**config.mk**
```make
export PLATFORM = sky130hd
export DESIGN_NAME = risc_v_mike_wb_arbiter
export DESIGN_NICKNAME = d
export VERILOG_FILES = /design/src/rtl/risc_v_mike_pkg.sv /design/src/rtl/risc_v_mike_wb_slot.sv /design/src/rtl/risc_v_mike_wb_arbiter.sv
export SDC_FILE = /design/constraint.sdc
export NUM_CORES = 1
export LEC_CHECK = 0
export BUFFER_PORTS_ARGS = -buffer_cell sky130_fd_sc_hd__buf_2
export CORE_ASPECT_RATIO = 0.75
export CORE_MARGIN = 2
export CORE_UTILIZATION = 25
export CTS_CLUSTER_DIAMETER = 200
export DETAILED_ROUTE_END_ITERATION = 10
export SETUP_SLACK_MARGIN = 0.2
export SYNTH_ARGS = -nofsm -noshare
export SYNTH_HDL_FRONTEND = slang
export SYNTH_HIERARCHICAL = 1
export SYNTH_SLANG_ARGS = --single-unit
```
**constraint.sdc**
```tcl
create_clock -name clk -period 4.4 [get_ports clk]
set_input_delay 0.88 -clock clk [delete_from_list [all_inputs] [get_ports clk]]
set_output_delay 0.88 -clock clk [all_outputs]
set_load 0.01 [all_outputs]
```
**src/rtl/risc_v_mike_pkg.sv**
```systemverilog
// Shared types for the mike write-back arbiter: slot record, grant source, forwarding lookup.
// The forwarding helper is only referenced when MIKE_WB_FWD_EN is defined.
package risc_v_mike_pkg;

    localparam int unsigned DATA_32_W  = 32;
    localparam int unsigned REG_ADDR_W = 5;

    typedef logic [REG_ADDR_W-1:0] t_instr_register;

    typedef struct packed {
        logic                 valid;
        t_instr_register      rd;
        logic [DATA_32_W-1:0] data;
        logic                 age;
    } t_wb_slot;

    typedef enum logic {
        GNT_ALU = 1'b0,
        GNT_LSU = 1'b1
    } t_gnt_src;

    typedef struct packed {
        logic                 hit;
        logic [DATA_32_W-1:0] data;
    } t_fwd_res;

    // The younger of two matching slots carries the newest value; age=1 marks the older slot.
    function automatic t_fwd_res fwd_lookup(t_wb_slot alu, t_wb_slot lsu, t_instr_register rs);
        t_fwd_res res;
        logic     m_alu;
        logic     m_lsu;
        res   = '0;
        m_alu = alu.valid && (alu.rd == rs) && (rs != '0);
        m_lsu = lsu.valid && (lsu.rd == rs) && (rs != '0);
        res.hit = m_alu || m_lsu;
        if (m_alu && m_lsu) begin
            res.data = lsu.age ? alu.data : lsu.data;
        end else if (m_alu) begin
            res.data = alu.data;
        end else if (m_lsu) begin
            res.data = lsu.data;
        end
        return res;
    endfunction

endpackage

```
**src/rtl/risc_v_mike_wb_slot.sv**
```systemverilog
// One held write-back entry: loads on accept, drains on grant, tracks its relative age.
module risc_v_mike_wb_slot
    import risc_v_mike_pkg::*;
(
    input  logic                  clk,
    input  logic                  rst,
    input  logic                  i_load,
    input  logic                  i_drain,
    input  logic [REG_ADDR_W-1:0] i_rd,
    input  logic [DATA_32_W-1:0]  i_data,
    input  logic                  i_age_next,
    output logic                  o_valid,
    output logic [REG_ADDR_W-1:0] o_rd,
    output logic [DATA_32_W-1:0]  o_data,
    output logic                  o_age,
    output logic                  o_ready_c
);

    t_wb_slot r_slot;

    // A reload on the draining edge takes priority so back-to-back results never bubble.
    always_ff @(posedge clk or negedge rst) begin
        if (!rst) begin
            r_slot <= '0;
        end else if (i_load) begin
            r_slot.valid <= 1'b1;
            r_slot.rd    <= i_rd;
            r_slot.data  <= i_data;
            r_slot.age   <= i_age_next;
        end else if (i_drain) begin
            r_slot.valid <= 1'b0;
            r_slot.age   <= 1'b0;
        end else if (r_slot.valid) begin
            r_slot.age   <= i_age_next;
        end
    end

    assign o_valid   = r_slot.valid;
    assign o_rd      = r_slot.rd;
    assign o_data    = r_slot.data;
    assign o_age     = r_slot.age;
    assign o_ready_c = !r_slot.valid || i_drain;

endmodule

```
**src/rtl/risc_v_mike_wb_arbiter.sv**
```systemverilog
// Two-source (ALU, LSU) write-back arbiter with pending-register mask and optional forwarding.
// Forwarding is compiled in only when MIKE_WB_FWD_EN is defined; otherwise fwd outputs are tied to 0.
module risc_v_mike_wb_arbiter
    import risc_v_mike_pkg::*;
#(
    parameter int unsigned REG_FILE_DEPTH = 16
) (
    input  logic                      clk,
    input  logic                      rst,
    input  logic                      alu_valid,
    output logic                      alu_ready,
    input  logic [REG_ADDR_W-1:0]     alu_rd,
    input  logic [DATA_32_W-1:0]      alu_data,
    input  logic                      lsu_valid,
    output logic                      lsu_ready,
    input  logic [REG_ADDR_W-1:0]     lsu_rd,
    input  logic [DATA_32_W-1:0]      lsu_data,
    output logic                      reg_file_write,
    output logic [REG_ADDR_W-1:0]     reg_file_wr_addr,
    output logic [DATA_32_W-1:0]      reg_file_wr_data,
    output logic [REG_FILE_DEPTH-1:0] pending_mask,
    input  logic [REG_ADDR_W-1:0]     fwd_rs1,
    input  logic [REG_ADDR_W-1:0]     fwd_rs2,
    output logic                      fwd_hit_1,
    output logic                      fwd_hit_2,
    output logic [DATA_32_W-1:0]      fwd_data_1,
    output logic [DATA_32_W-1:0]      fwd_data_2
);

    logic                  w_alu_valid, w_lsu_valid;
    logic [REG_ADDR_W-1:0] w_alu_rd, w_lsu_rd;
    logic [DATA_32_W-1:0]  w_alu_data, w_lsu_data;
    logic                  w_alu_age, w_lsu_age;
    logic                  w_alu_gnt, w_lsu_gnt, w_any_gnt;
    logic                  w_alu_load, w_lsu_load;
    logic                  w_alu_keep, w_lsu_keep;
    logic                  w_alu_age_next, w_lsu_age_next;
    t_gnt_src              w_gnt_src;
    t_gnt_src              r_last_grant;

    risc_v_mike_wb_slot u_alu_slot (
        .clk        (clk),
        .rst        (rst),
        .i_load     (w_alu_load),
        .i_drain    (w_alu_gnt),
        .i_rd       (alu_rd),
        .i_data     (alu_data),
        .i_age_next (w_alu_age_next),
        .o_valid    (w_alu_valid),
        .o_rd       (w_alu_rd),
        .o_data     (w_alu_data),
        .o_age      (w_alu_age),
        .o_ready_c  (alu_ready)
    );

    risc_v_mike_wb_slot u_lsu_slot (
        .clk        (clk),
        .rst        (rst),
        .i_load     (w_lsu_load),
        .i_drain    (w_lsu_gnt),
        .i_rd       (lsu_rd),
        .i_data     (lsu_data),
        .i_age_next (w_lsu_age_next),
        .o_valid    (w_lsu_valid),
        .o_rd       (w_lsu_rd),
        .o_data     (w_lsu_data),
        .o_age      (w_lsu_age),
        .o_ready_c  (lsu_ready)
    );

    // Same-register collisions must retire in arrival order; otherwise alternate fairly.
    always_comb begin
        w_gnt_src = GNT_ALU;
        if (w_alu_valid && w_lsu_valid) begin
            if ((w_alu_rd == w_lsu_rd) && (w_alu_rd != '0)) begin
                w_gnt_src = w_lsu_age ? GNT_LSU : GNT_ALU;
            end else begin
                w_gnt_src = (r_last_grant == GNT_ALU) ? GNT_LSU : GNT_ALU;
            end
        end else if (w_lsu_valid) begin
            w_gnt_src = GNT_LSU;
        end
    end

    assign w_any_gnt  = w_alu_valid || w_lsu_valid;
    assign w_alu_gnt  = w_alu_valid && (w_gnt_src == GNT_ALU);
    assign w_lsu_gnt  = w_lsu_valid && (w_gnt_src == GNT_LSU);
    assign w_alu_load = alu_valid && alu_ready;
    assign w_lsu_load = lsu_valid && lsu_ready;
    assign w_alu_keep = w_alu_valid && !w_alu_gnt;
    assign w_lsu_keep = w_lsu_valid && !w_lsu_gnt;

    // A held slot becomes older when the other side loads; a simultaneous load favours LSU.
    assign w_alu_age_next = w_alu_load ? !(w_lsu_load || w_lsu_keep) : (w_lsu_load || w_alu_age);
    assign w_lsu_age_next = w_lsu_load ? !w_alu_keep : (w_alu_load || w_lsu_age);

    always_ff @(posedge clk or negedge rst) begin
        if (!rst) begin
            r_last_grant <= GNT_ALU;
        end else if (w_any_gnt) begin
            r_last_grant <= w_gnt_src;
        end
    end

    always_comb begin
        reg_file_write   = 1'b0;
        reg_file_wr_addr = '0;
        reg_file_wr_data = '0;
        if (w_lsu_gnt) begin
            reg_file_write   = (w_lsu_rd != '0);
            reg_file_wr_addr = w_lsu_rd;
            reg_file_wr_data = w_lsu_data;
        end else if (w_alu_gnt) begin
            reg_file_write   = (w_alu_rd != '0);
            reg_file_wr_addr = w_alu_rd;
            reg_file_wr_data = w_alu_data;
        end
    end

    // Bit 0 stays clear: x0 is never a real pending write.
    always_comb begin
        pending_mask = '0;
        for (int unsigned i = 1; i < REG_FILE_DEPTH; i++) begin
            if ((w_alu_valid && (w_alu_rd == REG_ADDR_W'(i))) ||
                (w_lsu_valid && (w_lsu_rd == REG_ADDR_W'(i)))) begin
                pending_mask[i] = 1'b1;
            end
        end
    end

`ifdef MIKE_WB_FWD_EN
    t_wb_slot w_alu_slot, w_lsu_slot;
    t_fwd_res w_fwd_1, w_fwd_2;

    assign w_alu_slot = '{valid: w_alu_valid, rd: w_alu_rd, data: w_alu_data, age: w_alu_age};
    assign w_lsu_slot = '{valid: w_lsu_valid, rd: w_lsu_rd, data: w_lsu_data, age: w_lsu_age};
    assign w_fwd_1    = fwd_lookup(w_alu_slot, w_lsu_slot, fwd_rs1);
    assign w_fwd_2    = fwd_lookup(w_alu_slot, w_lsu_slot, fwd_rs2);
    assign fwd_hit_1  = w_fwd_1.hit;
    assign fwd_data_1 = w_fwd_1.data;
    assign fwd_hit_2  = w_fwd_2.hit;
    assign fwd_data_2 = w_fwd_2.data;
`else
    logic w_unused_fwd;

    assign w_unused_fwd = ^{fwd_rs1, fwd_rs2};
    assign fwd_hit_1    = 1'b0;
    assign fwd_data_1   = '0;
    assign fwd_hit_2    = 1'b0;
    assign fwd_data_2   = '0;
`endif

endmodule
```
======== Word level (Yosys, flattened, before mapping) ========
Index checks and enable logic that the tools add are counted.
operators by class
  reductions and logical operators ........ 65
  equality and inequality tests ........... 31
  bitwise operators ....................... 1
  multiplexer cells ....................... 34
operators by type and width
  operator                                                                number
  5-bit by 4-bit equality test with 1-bit output (second input constant)  16
  32-bit two-way mux                                                      2
  5-bit by 3-bit equality test with 1-bit output (second input constant)  8
  1-bit logical AND                                                       37
  1-bit two-way mux                                                       30
  5-bit by 2-bit equality test with 1-bit output (second input constant)  4
  1-bit logical OR                                                        19
  5-bit by 1-bit equality test with 1-bit output (second input constant)  2
  5-bit two-way mux                                                       2
  5-bit nonzero test                                                      2
  5-bit equality test                                                     1
  1-bit zero test                                                         4
  2-bit nonzero test                                                      2
  3-bit nonzero test                                                      1
  1-bit inverter                                                          1
word-level totals
  flip-flop bits (word level) ............. 78
  logic and storage cells ................. 139
  output and inout bits ................... 122

======== Logic depth before layout (Yosys ltp) ========
  depth after elaboration ................. 13
  mapped depth ............................ 14

======== Cells and area by module ========
The synthesis kept the hierarchy.
by module, submodules not included
  module                  cells each  times used  area an instance (um2)
  risc_v_mike_wb_slot     86          2           1502.7
  risc_v_mike_wb_arbiter  195         1           1516.5

======== Worst setup path after synthesis ========
Ideal clock, no wire load.
  path type ............................... flip-flop to flip-flop
  start point ............................. register u_alu_slot.r_slot (netlist bit u_alu_slot/o_rd[3])
  end point ............................... register u_lsu_slot.r_slot (netlist bit u_lsu_slot/o_data[20])
  arrival time ............................ 2875 ps
  required time ........................... 4275 ps
  setup slack ............................. 1400 ps
  clock period less this slack ............ 3000 ps
  stages on the path, launching flop included .. 13
  cells stage by stage .................... dfrtp_1 > xor2_1 > a211o_4 > o211ai_4 > o31a_4 > buf_6 > buf_6 > and2_1 > nand2b_1 > and2_0 > buf_6 > buf_6 > mux2_4
between the ends
  longest elaborated chain between the ends .. 7
  elaborated cells on any way between the ends .. 8
ends and longest elaborated chain
  what                                                       line                          text
  start: declaration                                         risc_v_mike_wb_slot.sv:19     t_wb_slot r_slot;
  5-bit equality test or 5-bit nonzero test (tied branches)  risc_v_mike_wb_arbiter.sv:75  if ((w_alu_rd == w_lsu_rd) && (w_alu_rd != '0)) begin
  1-bit logical AND (*)                                      risc_v_mike_wb_arbiter.sv:75
  1-bit two-way mux (*)                                      risc_v_mike_wb_arbiter.sv:75
  1-bit two-way mux (*)                                      risc_v_mike_wb_arbiter.sv:74  if (w_alu_valid && w_lsu_valid) begin
  1-bit logical AND (*)                                      risc_v_mike_wb_arbiter.sv:87  assign w_lsu_gnt = w_lsu_valid && (w_gnt_src == GNT_LSU);
  named net w_lsu_gnt                                        risc_v_mike_wb_arbiter.sv:34  logic w_alu_gnt, w_lsu_gnt, w_any_gnt;
  1-bit logical OR (*)                                       risc_v_mike_wb_slot.sv:42     assign o_ready_c = !r_slot.valid || i_drain;
  named net lsu_ready                                        risc_v_mike_wb_arbiter.sv:15  output logic lsu_ready,
  1-bit logical AND (*)                                      risc_v_mike_wb_arbiter.sv:89  assign w_lsu_load = lsu_valid && lsu_ready;
  named net w_lsu_load                                       risc_v_mike_wb_arbiter.sv:35  logic w_alu_load, w_lsu_load;
  end: declaration                                           risc_v_mike_wb_slot.sv:19
Mark *: on every way through the listed nets, which the timed path passes. The rest lies on a longest branch.
A chain may end at the register's enable or synchronous reset.

======== Worst setup path after layout ========
  start point ............................. register u_alu_slot.r_slot (netlist bit u_alu_slot/o_rd[3])
  end point ............................... output port alu_ready
between the ends
  longest elaborated chain between the ends .. 7
  elaborated cells on any way between the ends .. 8
ends and longest elaborated chain
  what                                                       line                          text
  5-bit equality test or 5-bit nonzero test (tied branches)  risc_v_mike_wb_arbiter.sv:75
  1-bit logical AND (*)                                      risc_v_mike_wb_arbiter.sv:75
  1-bit two-way mux (*)                                      risc_v_mike_wb_arbiter.sv:75
  1-bit two-way mux (*)                                      risc_v_mike_wb_arbiter.sv:74
  1-bit inverter (*)                                         risc_v_mike_wb_arbiter.sv:86  assign w_alu_gnt = w_alu_valid && (w_gnt_src == GNT_ALU);
  1-bit logical AND (*)                                      risc_v_mike_wb_arbiter.sv:86
  1-bit logical OR (*)                                       risc_v_mike_wb_slot.sv:42
  end: declaration                                           risc_v_mike_wb_arbiter.sv:11  output logic alu_ready,
Every way passes the cells marked *; elsewhere a longest branch is shown, timed or not.

==> flow_summary.ini <==
[synth]
syn-cell-area_sq_um = 4450
avgSynthCellArea_sq_um = 12.4
syn_inst = 359
ys_warn_count = 6

[routing]
wl_met2_um = 5080
drt_wl_total_um = 11100
top_layer = met4
ant_nets = 0
drt_iter0_drc = 210
wl_met3_um = 865
wl_per_cell_um = 15.3
dr.pass1.iters = 4
wl_met1_um = 4980
routed_via_density = 4.40
vias = 3205
drc = 0

[global_route]
grt.overflow.total = 0
grt_pass1_wl_um = 17100
grt_max_degree = 79
antenna_found_initial = 0
grt_use_total_pct = 11.9
grt_pass1_vias = 3219

[setup_path]
slowest_stage = o311ai_4
arrival_ns = 2.99
slowest_delay_ns = 0.81
end_kind = output pin
critical_path_class = reg -> out
path_max_fanout = 19
reg2reg_from = u_alu_slot/o_rd[3]
cp_num_buf_inv = 2
cp_top_family = compound AO/OA/AOI/OAI gates
regToRegEndpoint = u_lsu_slot/o_age
startpoint_type = register
r2r_setup_slack_ns = 0.81
reg2reg_depth = 11
critical_path.cell_chain = xor2_1, a211o_4, o311ai_4, buf_4, nand2b_1, buf_2
required_ns = 3.52

[finish]
final_cells = 729
drive_gt1_share_pct = 50.1
fillCellCount = 1798
final_util_pct = 30.5
area_growth_syn_to_layout_pct = 20.2
diodes = 0
nNetsFinal = 571

[timing]
period_needed_ns = 3.87
final.setup.tns_ns = 0
fmax_mhz = 258
fin_skew_ns = 0.00668
maxSlewHeadroom_pct = 28.5
tightest_slew_ns = 1.07
slew_viol_final = 0
setup_viol = 0
hold_viol = 0
rsz0062_at_grt = false
worst_slack_ns = 0.525
period_share_pct = 88.1

[clock_tree]
cts_buffers = 9
postCtsSetupRepairBufs = 0
root_buffer = clkbuf_16
cts_hold_buf = 0
htreeDepth = 3
clk_pin_slew_ns = 0.06
cts_tree = built
cts_num_sinks = 78
cts_max_path_buffers = 2
clk_latency_ns = 0.34
cts_resized = 0

[power]
total_leakage_power_nw = 2.52
ir_drop_mv = 0.306
power_mw = 4.58
p_per_area_nw_per_um2 = 857

[floorplanning]
die_y_um = 120
core_region_area_sq_um = 17600
rows = 42
die_area_sq_um = 18900
die_w_um = 158
boundaryPins = 210
start_util_pct = 25.3

[min_path]
hold_path_depth = 1
min_from = u_lsu_slot/o_data[9]
hp-class = reg -> reg
worstHoldEndpoint = u_lsu_slot/o_data[9]

[placed_design]
gp_congestion = 0.820
dp_hpwl_um = 7600
portBuffers = 132
dp_slack_ns = 0.775
placedCellCount = 714

[flow_run]
cap_violations = 0

[run_status]
outcome = finished, final reports clean
## worst register-to-register path, cell delays in order (launching register included)
cell and delay [ns]:
dfrtp_1 0.47, xor2_1 0.21, a211o_4 0.38, o311ai_4 0.81, buf_4 0.43, nand2b_1 0.18, and2_2 0.17, buf_4 0.34
nor3_1 0.10, a21oi_1 0.21, inv_1 0.07, o211ai_2 0.15
## state kept, by name, indices dropped and copies added (netlist names)
name and flops:
u_alu_slot/o_data 32, u_lsu_slot/o_data 32, u_alu_slot/o_rd 5, u_lsu_slot/o_rd 5
r_last_grant 1, u_alu_slot/o_valid 1, u_lsu_slot/o_age 1, u_lsu_slot/o_valid 1
## worst max path at each step
stage	endpoint	from	cells after the start
after global routing	alu_ready	u_alu_slot/o_rd[1]	6
final	alu_ready	u_alu_slot/o_rd[3]	6
after CTS	alu_ready	u_alu_slot/o_rd[3]	6
after global placement	u_lsu_slot/o_age	u_alu_slot/o_rd[3]	11
after floorplan	u_lsu_slot/o_data[20]	u_alu_slot/o_rd[3]	12
after detailed placement	u_lsu_slot/o_age	u_alu_slot/o_rd[3]	11
## metal layers
| metal | track usage (%) | vias to the layer above |
|---|---|---|
| li1 | - | 1435 |
| met1 | 15.4 | 1582 |
| met2 | 18.6 | 172 |
| met3 | 3.86 | 16 |
| met4 | 4.67 | 0 |
| met5 | 0 | - |
## metrics by stage
stage | hold slack [ns] | cell area [sq um]
after floorplan | 0.481 | 4690
after global placement | 0.490 | 5020
after detailed placement | 0.497 | 5020
after CTS | 0.511 | 5350
after global routing | 0.526 | 5350
final | 0.507 | 5350
## power breakdown
part	total (mW)	internal, mW	switching (mW)	leakage [nW]
Combinational	2.32	1.16	1.16	1.46
Sequential	1.45	1.09	0.366	0.910
Clock	0.807	0.510	0.297	0.151
## area by class of cell
type                    instances  area [sq um]  area share (%)
multi-input cells             256          2060            38.6
flip-flops and latches         78          1950            36.5
repair buffers                137           701            13.1
well taps                     242           303            5.66
clock buffers                  10           239            4.47
clock inverters                 5          83.8            1.57
inverters                       1          3.75          0.0702
## placed cells by master, fill, tap and decap left out, types with 3 or more instances in the layout
cell type	instances
a32o_1	29
a32o_2	7
buf_2	131
buf_4	6
clkbuf_16	9
conb_1	67
dfrtp_1	77
mux2_2	58
mux2_4	16
nand2_1	11
nand2b_1	9
nand3_1	3
nor2_1	6
nor3_1	3
o22ai_1	15
xnor2_1	3
No activity file was read; power rests on OpenSTA's default activity.
